--- config.mk ---
export PLATFORM = sky130hd
export DESIGN_NAME = demux1to16_collect_flat
export DESIGN_NICKNAME = d
export VERILOG_FILES = /design/src/rtl/demux1to16_collect_pkg.sv /design/src/rtl/demux1to16_collect_if.sv /design/src/rtl/demux1to16_collect_dec.sv /design/src/rtl/demux1to16_collect.sv /design/src/flat_wrapper.sv
export SDC_FILE = /design/constraint.sdc
export NUM_CORES = 1
export LEC_CHECK = 0
export CAP_MARGIN = 10
export CORE_MARGIN = 1
export CORE_UTILIZATION = 50
export CTS_BUF_LIST = sky130_fd_sc_hd__clkbuf_4 sky130_fd_sc_hd__clkbuf_8
export DETAILED_ROUTE_END_ITERATION = 10
export PLACE_DENSITY_LB_ADDON = 0.05
export RECOVER_POWER = 100
export SLEW_MARGIN = 20
export SYNTH_ARGS = -nofsm -noshare
export SYNTH_HDL_FRONTEND = slang
export SYNTH_SLANG_ARGS = --single-unit
--- constraint.sdc ---
create_clock -name clk -period 6.8 [get_ports clk]
set_input_delay 1.36 -clock clk [delete_from_list [all_inputs] [get_ports clk]]
set_output_delay 1.36 -clock clk [all_outputs]
set_load 0.05 [all_outputs]
--- src/rtl/demux1to16_collect_pkg.sv ---
// demux_pkg: shared sizing constants and FSM state type for the 1:16
// bit-demultiplexing collector (demux1to16_collect and its decoder).
package demux_pkg;

  localparam int unsigned DEMUX_WIDTH = 16;
  localparam int unsigned DEMUX_SEL_W = 4;
  localparam logic [DEMUX_WIDTH-1:0] DEMUX_FULL_MASK = 16'hFFFF;

  typedef enum logic {
    ST_FILL = 1'b0,
    ST_HOLD = 1'b1
  } demux_state_e;

endpackage

--- src/rtl/demux1to16_collect_if.sv ---
// demux1to16_collect_if: input bit stream and output word handshake.
//   Input side : in_bit, select, in_valid, in_flush (to block), in_ready (from block)
//   Output side: out, out_mask, out_valid (from block), out_ready (to block)
//   dup_err    : sticky duplicate-write flag, only when DEMUX_DUPCHK_EN is defined
// master = producer/consumer environment, slave = collector.
interface demux1to16_collect_if
  import demux_pkg::*;
#(
  parameter int unsigned WIDTH = DEMUX_WIDTH,
  parameter int unsigned SEL_W = DEMUX_SEL_W
);

  logic             in_bit;
  logic [SEL_W-1:0] select;
  logic             in_valid;
  logic             in_ready;
  logic             in_flush;
  logic [WIDTH-1:0] out;
  logic [WIDTH-1:0] out_mask;
  logic             out_valid;
  logic             out_ready;
`ifdef DEMUX_DUPCHK_EN
  logic             dup_err;
`endif

  modport master (
    output in_bit, select, in_valid, in_flush, out_ready,
    input  in_ready, out, out_mask, out_valid
`ifdef DEMUX_DUPCHK_EN
    , input dup_err
`endif
  );

  modport slave (
    input  in_bit, select, in_valid, in_flush, out_ready,
    output in_ready, out, out_mask, out_valid
`ifdef DEMUX_DUPCHK_EN
    , output dup_err
`endif
  );

endinterface

--- src/rtl/demux1to16_collect_dec.sv ---
// demux1to16_dec: combinational select-to-one-hot write strobe.
//   sel_i    : slot index
//   en_i     : strobe enable (all zeros when low)
//   strobe_o : one-hot WIDTH-bit write enable
module demux1to16_dec
  import demux_pkg::*;
#(
  parameter int unsigned WIDTH = DEMUX_WIDTH,
  parameter int unsigned SEL_W = DEMUX_SEL_W
) (
  input  logic [SEL_W-1:0] sel_i,
  input  logic             en_i,
  output logic [WIDTH-1:0] strobe_o
);

  always_comb begin
    strobe_o = '0;
    for (int unsigned i = 0; i < WIDTH; i++) begin
      if (en_i && (sel_i == SEL_W'(i))) strobe_o[i] = 1'b1;
    end
  end

endmodule

--- src/rtl/demux1to16_collect.sv ---
// demux1to16_collect: places each accepted bit at slot `select` of an
// assembly word; a full or flushed word is held on out/out_mask until taken.
//   clk, rst : clock, synchronous active-high reset
//   bus      : demux1to16_collect_if.slave (input bit stream, output word)
// Optional: DEMUX_DUPCHK_EN drops writes to already-written slots and
// raises a sticky dup_err; otherwise re-writes overwrite.
module demux1to16_collect
  import demux_pkg::*;
#(
  parameter int unsigned WIDTH = DEMUX_WIDTH,
  parameter int unsigned SEL_W = DEMUX_SEL_W
) (
  input  logic                  clk,
  input  logic                  rst,
  demux1to16_collect_if.slave   bus
);

  demux_state_e     state_q, state_d;
  logic [WIDTH-1:0] shadow_q, shadow_d, mask_q, mask_d;
  logic [WIDTH-1:0] out_q, out_d, out_mask_q, out_mask_d;
  logic [WIDTH-1:0] strobe, mask_nx, shadow_nx;
  logic             accept, wr_en;

  assign accept = bus.in_valid && (state_q == ST_FILL);

`ifdef DEMUX_DUPCHK_EN
  logic dup_q, dup_d, dup_hit;
  assign dup_hit     = accept && mask_q[bus.select];
  assign wr_en       = accept && !dup_hit;
  assign dup_d       = dup_q | dup_hit;
  assign bus.dup_err = dup_q;
`else
  assign wr_en = accept;
`endif

  demux1to16_dec #(.WIDTH(WIDTH), .SEL_W(SEL_W)) u_dec (
    .sel_i    (bus.select),
    .en_i     (wr_en),
    .strobe_o (strobe)
  );

  // Assembly word including this cycle's write, so completion and flush
  // both see a same-cycle accept.
  assign mask_nx   = mask_q | strobe;
  assign shadow_nx = (shadow_q & ~strobe) | (bus.in_bit ? strobe : '0);

  always_comb begin
    state_d    = state_q;
    shadow_d   = shadow_q;
    mask_d     = mask_q;
    out_d      = out_q;
    out_mask_d = out_mask_q;
    case (state_q)
      ST_FILL: begin
        shadow_d = shadow_nx;
        mask_d   = mask_nx;
        if ((&mask_nx) || (bus.in_flush && (|mask_nx))) begin
          out_d      = shadow_nx;
          out_mask_d = mask_nx;
          shadow_d   = '0;
          mask_d     = '0;
          state_d    = ST_HOLD;
        end
      end
      ST_HOLD: begin
        if (bus.out_ready) state_d = ST_FILL;
      end
      default: state_d = ST_FILL;
    endcase
  end

  always_ff @(posedge clk) begin
    if (rst) begin
      state_q    <= ST_FILL;
      shadow_q   <= '0;
      mask_q     <= '0;
      out_q      <= '0;
      out_mask_q <= '0;
`ifdef DEMUX_DUPCHK_EN
      dup_q      <= 1'b0;
`endif
    end else begin
      state_q    <= state_d;
      shadow_q   <= shadow_d;
      mask_q     <= mask_d;
      out_q      <= out_d;
      out_mask_q <= out_mask_d;
`ifdef DEMUX_DUPCHK_EN
      dup_q      <= dup_d;
`endif
    end
  end

  assign bus.in_ready  = (state_q == ST_FILL);
  assign bus.out_valid = (state_q == ST_HOLD);
  assign bus.out       = out_q;
  assign bus.out_mask  = out_mask_q;

endmodule

--- src/flat_wrapper.sv ---
// flat-port wrapper written by rule: the top's interface ports become plain ports
module demux1to16_collect_flat import demux_pkg::*;
#(
  parameter int unsigned WIDTH = DEMUX_WIDTH,
  parameter int unsigned SEL_W = DEMUX_SEL_W
)
  (clk, rst, bus_in_bit, bus_select, bus_in_valid, bus_in_flush, bus_out_ready, bus_in_ready, bus_out, bus_out_mask, bus_out_valid);
  demux1to16_collect_if #(.WIDTH(WIDTH), .SEL_W(SEL_W)) bus_i ();
  input  logic clk;
  input  logic rst;
  input wire logic [$bits(bus_i.in_bit)-1:0] bus_in_bit;
  input wire logic [$bits(bus_i.select)-1:0] bus_select;
  input wire logic [$bits(bus_i.in_valid)-1:0] bus_in_valid;
  input wire logic [$bits(bus_i.in_flush)-1:0] bus_in_flush;
  input wire logic [$bits(bus_i.out_ready)-1:0] bus_out_ready;
  output wire logic [$bits(bus_i.in_ready)-1:0] bus_in_ready;
  output wire logic [$bits(bus_i.out)-1:0] bus_out;
  output wire logic [$bits(bus_i.out_mask)-1:0] bus_out_mask;
  output wire logic [$bits(bus_i.out_valid)-1:0] bus_out_valid;
  assign bus_i.in_bit = bus_in_bit;
  assign bus_i.select = bus_select;
  assign bus_i.in_valid = bus_in_valid;
  assign bus_i.in_flush = bus_in_flush;
  assign bus_i.out_ready = bus_out_ready;
  assign bus_in_ready = bus_i.in_ready;
  assign bus_out = bus_i.out;
  assign bus_out_mask = bus_i.out_mask;
  assign bus_out_valid = bus_i.out_valid;
  demux1to16_collect #(.WIDTH(WIDTH), .SEL_W(SEL_W)) u_core (.clk(clk), .rst(rst), .bus(bus_i));
endmodule
==> impl_metrics.json <==
{
  "die_h_um": 81.49,
  "critPathMaxStageDelay_ps": 940,
  "yosys_warnings": 0,
  "synth.area.top_cells": "dfxtp_1 41%, nor2b_1 4.6%, nand2_1 4.5%, mux2_2 3.6%, nor2_1 3.4%",
  "rows": 28,
  "grt_pass1_wl_um": 12210,
  "cpLargestDelayFamily": "simple AND/OR/NAND/NOR gates",
  "synthTopCellsByCount": "65 x dfxtp_1, 38 x nand2_1, 29 x nor2_1, 23 x nor2b_1, 19 x a21oi_1",
  "yosysTopAreaCell": "dfxtp_1",
  "ctsHoldBuffers": 0,
  "synth_cells": 356,
  "tightest_slew_ps": 1086,
  "nets": 395,
  "cts_tree": "done",
  "setup_violations": 0,
  "clock_power_share_pct": 37.5,
  "ys_seq_elements": 65,
  "critical_path.n_buffers_inverters": 2,
  "r2r-start": "u_core.bus.out_valid",
  "drc": 0,
  "min_from": "u_core.bus.out[3]",
  "io_pins": 44,
  "whs_path_depth": 2,
  "layout_min_cycle_time_ps": 5456,
  "seq_area_frac_synth_pct": 41.19,
  "wirelength_um": 7511,
  "insertion_delay_ps": 360,
  "vdd_drop_max_uv": 137.9,
  "ant_nets": 0,
  "synth_top_area_share_pct": 41.19,
  "rr_endpoint": "u_core.shadow_q[0]",
  "ys_types": 46,
  "die-width_um": 81.49,
  "cp-end-kind": "flip-flop",
  "slew_violations": 0,
  "place_congestion": 0.9288,
  "initial_utilization_pct": 52.74,
  "grt_pass1_vias": 2438,
  "wl_per_cell_um": 16.15,
  "syn-num-nets": 366,
  "cellLeakagePower_nw": 1.418,
  "min_period_over_period_pct": 80.24,
  "grt_setup_unrepaired": "no",
  "coreArea_um2": 5991,
  "cts_setup_buffers": 0,
  "drt_iter0_drc": 217,
  "grtUsageTotal_pct": 25.02,
  "async_flop_share_pct": 0,
  "p_int_uw": 563.9,
  "tns_ps": 0,
  "seqPwrFrac_pct": 48.5,
  "grt_busiest_layer": "met2",
  "arrival_ps": 5690,
  "clk_pin_slew_ps": 80,
  "hold_viol": 0,
  "cp-start-kind": "input pin",
  "vias": 2715,
  "use_met1_pct": 33.17,
  "p_sw_uw": 249.0,
  "htree_levels": 3,
  "required_ps": 7030,
  "grt_use_met2_pct": 37.42,
  "synth-edff-count": 0,
  "yosysMostFrequentCell": "dfxtp_1",
  "outcome": "complete, no violations",
  "hold_end": "u_core.bus.out[3]",
  "syn_area_um2": 3159,
  "fin_ws_ps": 1344,
  "clock.fmax_ghz": 0.1833,
  "hold_path_class": "reg2reg",
  "gr-total-overflow": 0,
  "critPathSlowestCell": "a21oi_2",
  "place_ws_ps": 1678,
  "grtUsageMet3_pct": 7.778,
  "antenna_found_initial": 0,
  "maxCapViolations": 0,
  "rr_worst_depth": 7,
  "r2r_setup_slack_ps": 2480,
  "dp_hpwl_um": 5021,
  "drive_gt1_share_pct": 10.51,
  "p_sw_share_pct": 30.63,
  "critPathKind": "in2reg",
  "cts_root_buf": "clkbuf_8",
  "area_delta_synth_final_pct": 16.51,
  "cts_buffer_depth": 2,
  "via_per_inst": 5.839,
  "p_per_area_nw_per_um2": 220.9,
  "grt_max_degree": 56,
  "skew_ps": 10.45,
  "n_antenna_cell": 0,
  "portBuffers": 43,
  "post-route-util_pct": 61.45,
  "avgSynthCellArea_um2": 8.874,
  "cts_resized": 0,
  "die_area_um2": 6641,
  "first_pass_iters": 4,
  "synthFlopType": "dfxtp_1",
  "cts-buffers-inserted": 9,
  "crit_fanout": 25,
  "slew-limit-headroom_pct": 27.37,
  "clkSinkCount": 65,
  "combPwrFrac_pct": 14.0,
  "worstPathCellList": "dlygate4sd3_1, nor2b_1, a21oi_1, nor4_1, nand4_1, a21oi_2, clkbuf_1, o31ai_1"
}
[power by group through the flow]
stage	clock network, mW	registers (mW)	logic [mW]
3_5_place_dp	0	0.403	0.120
6_report	0.305	0.394	0.114
4_1_cts	0.309	0.394	0.121
5_1_grt	0.329	0.395	0.123
2_1_floorplan	0	0.411	0.0842
3_3_place_gp	0	0.403	0.120
[state kept, by name, summed over array words and instances (netlist names)]
register / cells
u_core.bus.out_mask: 16
u_core.shadow_q: 16
u_core.mask_q: 16
u_core.bus.out: 16
u_core.bus.out_valid: 1
[per-layer routing]
| layer | wire [µm] | up-vias |
|---|---|---|
| met2 | 3389 | 88 |
| met1 | 3572 | 1278 |
| met3 | 406 | 14 |
| met5 | 0 | - |
| met4 | 142 | 0 |
| li1 | - | 1335 |
[logic make-up after synthesis]
| family | after synthesis | synth area share (%) |
|---|---|---|
| muxes | 29 | 10.85 |
| DFF | 65 | 41.19 |
| buffers and inverters | 33 | 5.426 |
| AOI/OAI and AO/OA | 68 | 14.85 |
| and+or+nand+nor | 161 | 27.68 |
[worst max-delay path by stage]
stage	startpoint	end	slack (ps)	depth (start not counted)
2_1_floorplan	bus_select[1]	u_core.bus.out[14]	3420	9
3_3_place_gp	bus_select[1]	u_core.bus.out[5]	1800	8
3_5_place_dp	bus_select[1]	u_core.bus.out[5]	1680	8
4_1_cts	bus_select[1]	u_core.bus.out[5]	2030	8
5_1_grt	bus_select[1]	u_core.shadow_q[5]	880	8
6_report	bus_select[1]	u_core.shadow_q[0]	1340	8
[layout by cell type (no fill, tap or decap), types with 4 or more instances in the layout]
master,Yosys,final
mux2_1,4,11
o21ai_0,4,4
nand3_1,10,10
nor3_1,17,17
mux2_2,10,10
a21o_1,6,6
and2_1,4,4
mux2i_1,8,8
a31oi_1,11,11
nand2_1,38,38
nor4_1,4,5
clkbuf_8,0,10
dlygate4sd3_1,0,35
nor2b_1,23,23
a21oi_1,19,19
clkdlybuf4s50_1,0,7
nand2b_1,6,6
dfxtp_1,65,65
nand4_1,11,12
nand4b_1,4,4
nor2_1,29,29
o31ai_1,8,8
[through the flow]
| step | area [µm²] | hold WS, ps | power [mW] | std cells |
|---|---|---|---|---|
| 2_1_floorplan | 3159 | 436.5 | 0.4949 | 356 |
| 3_3_place_gp | 3556 | 445.9 | 0.5222 | 449 |
| 3_5_place_dp | 3556 | 451.9 | 0.5229 | 449 |
| 4_1_cts | 3736 | 467.7 | 0.8238 | 465 |
| 5_1_grt | 3681 | 479.3 | 0.8471 | 465 |
| 6_report | 3681 | 459.3 | 0.8130 | 465 |
[area by class of cell]
type | instances | area, µm²
well taps | 75 | 93.84
flip-flops and latches | 65 | 1301
clock inverters | 6 | 42.54
fillers | 526 | 2310
inverters | 3 | 11.26
repair buffers | 48 | 451.7
multi-input cells | 258 | 1643
clock buffers | 10 | 137.6
[tightest hold or removal path, delay by kind of cell (launching register included)]
| kind | cells | cell delay, ps |
|---|---|---|
| flops | 1 | 310 |
| mux | 1 | 60 |
| simple gates | 1 | 50 |
(Power assumes the default switching activity.)
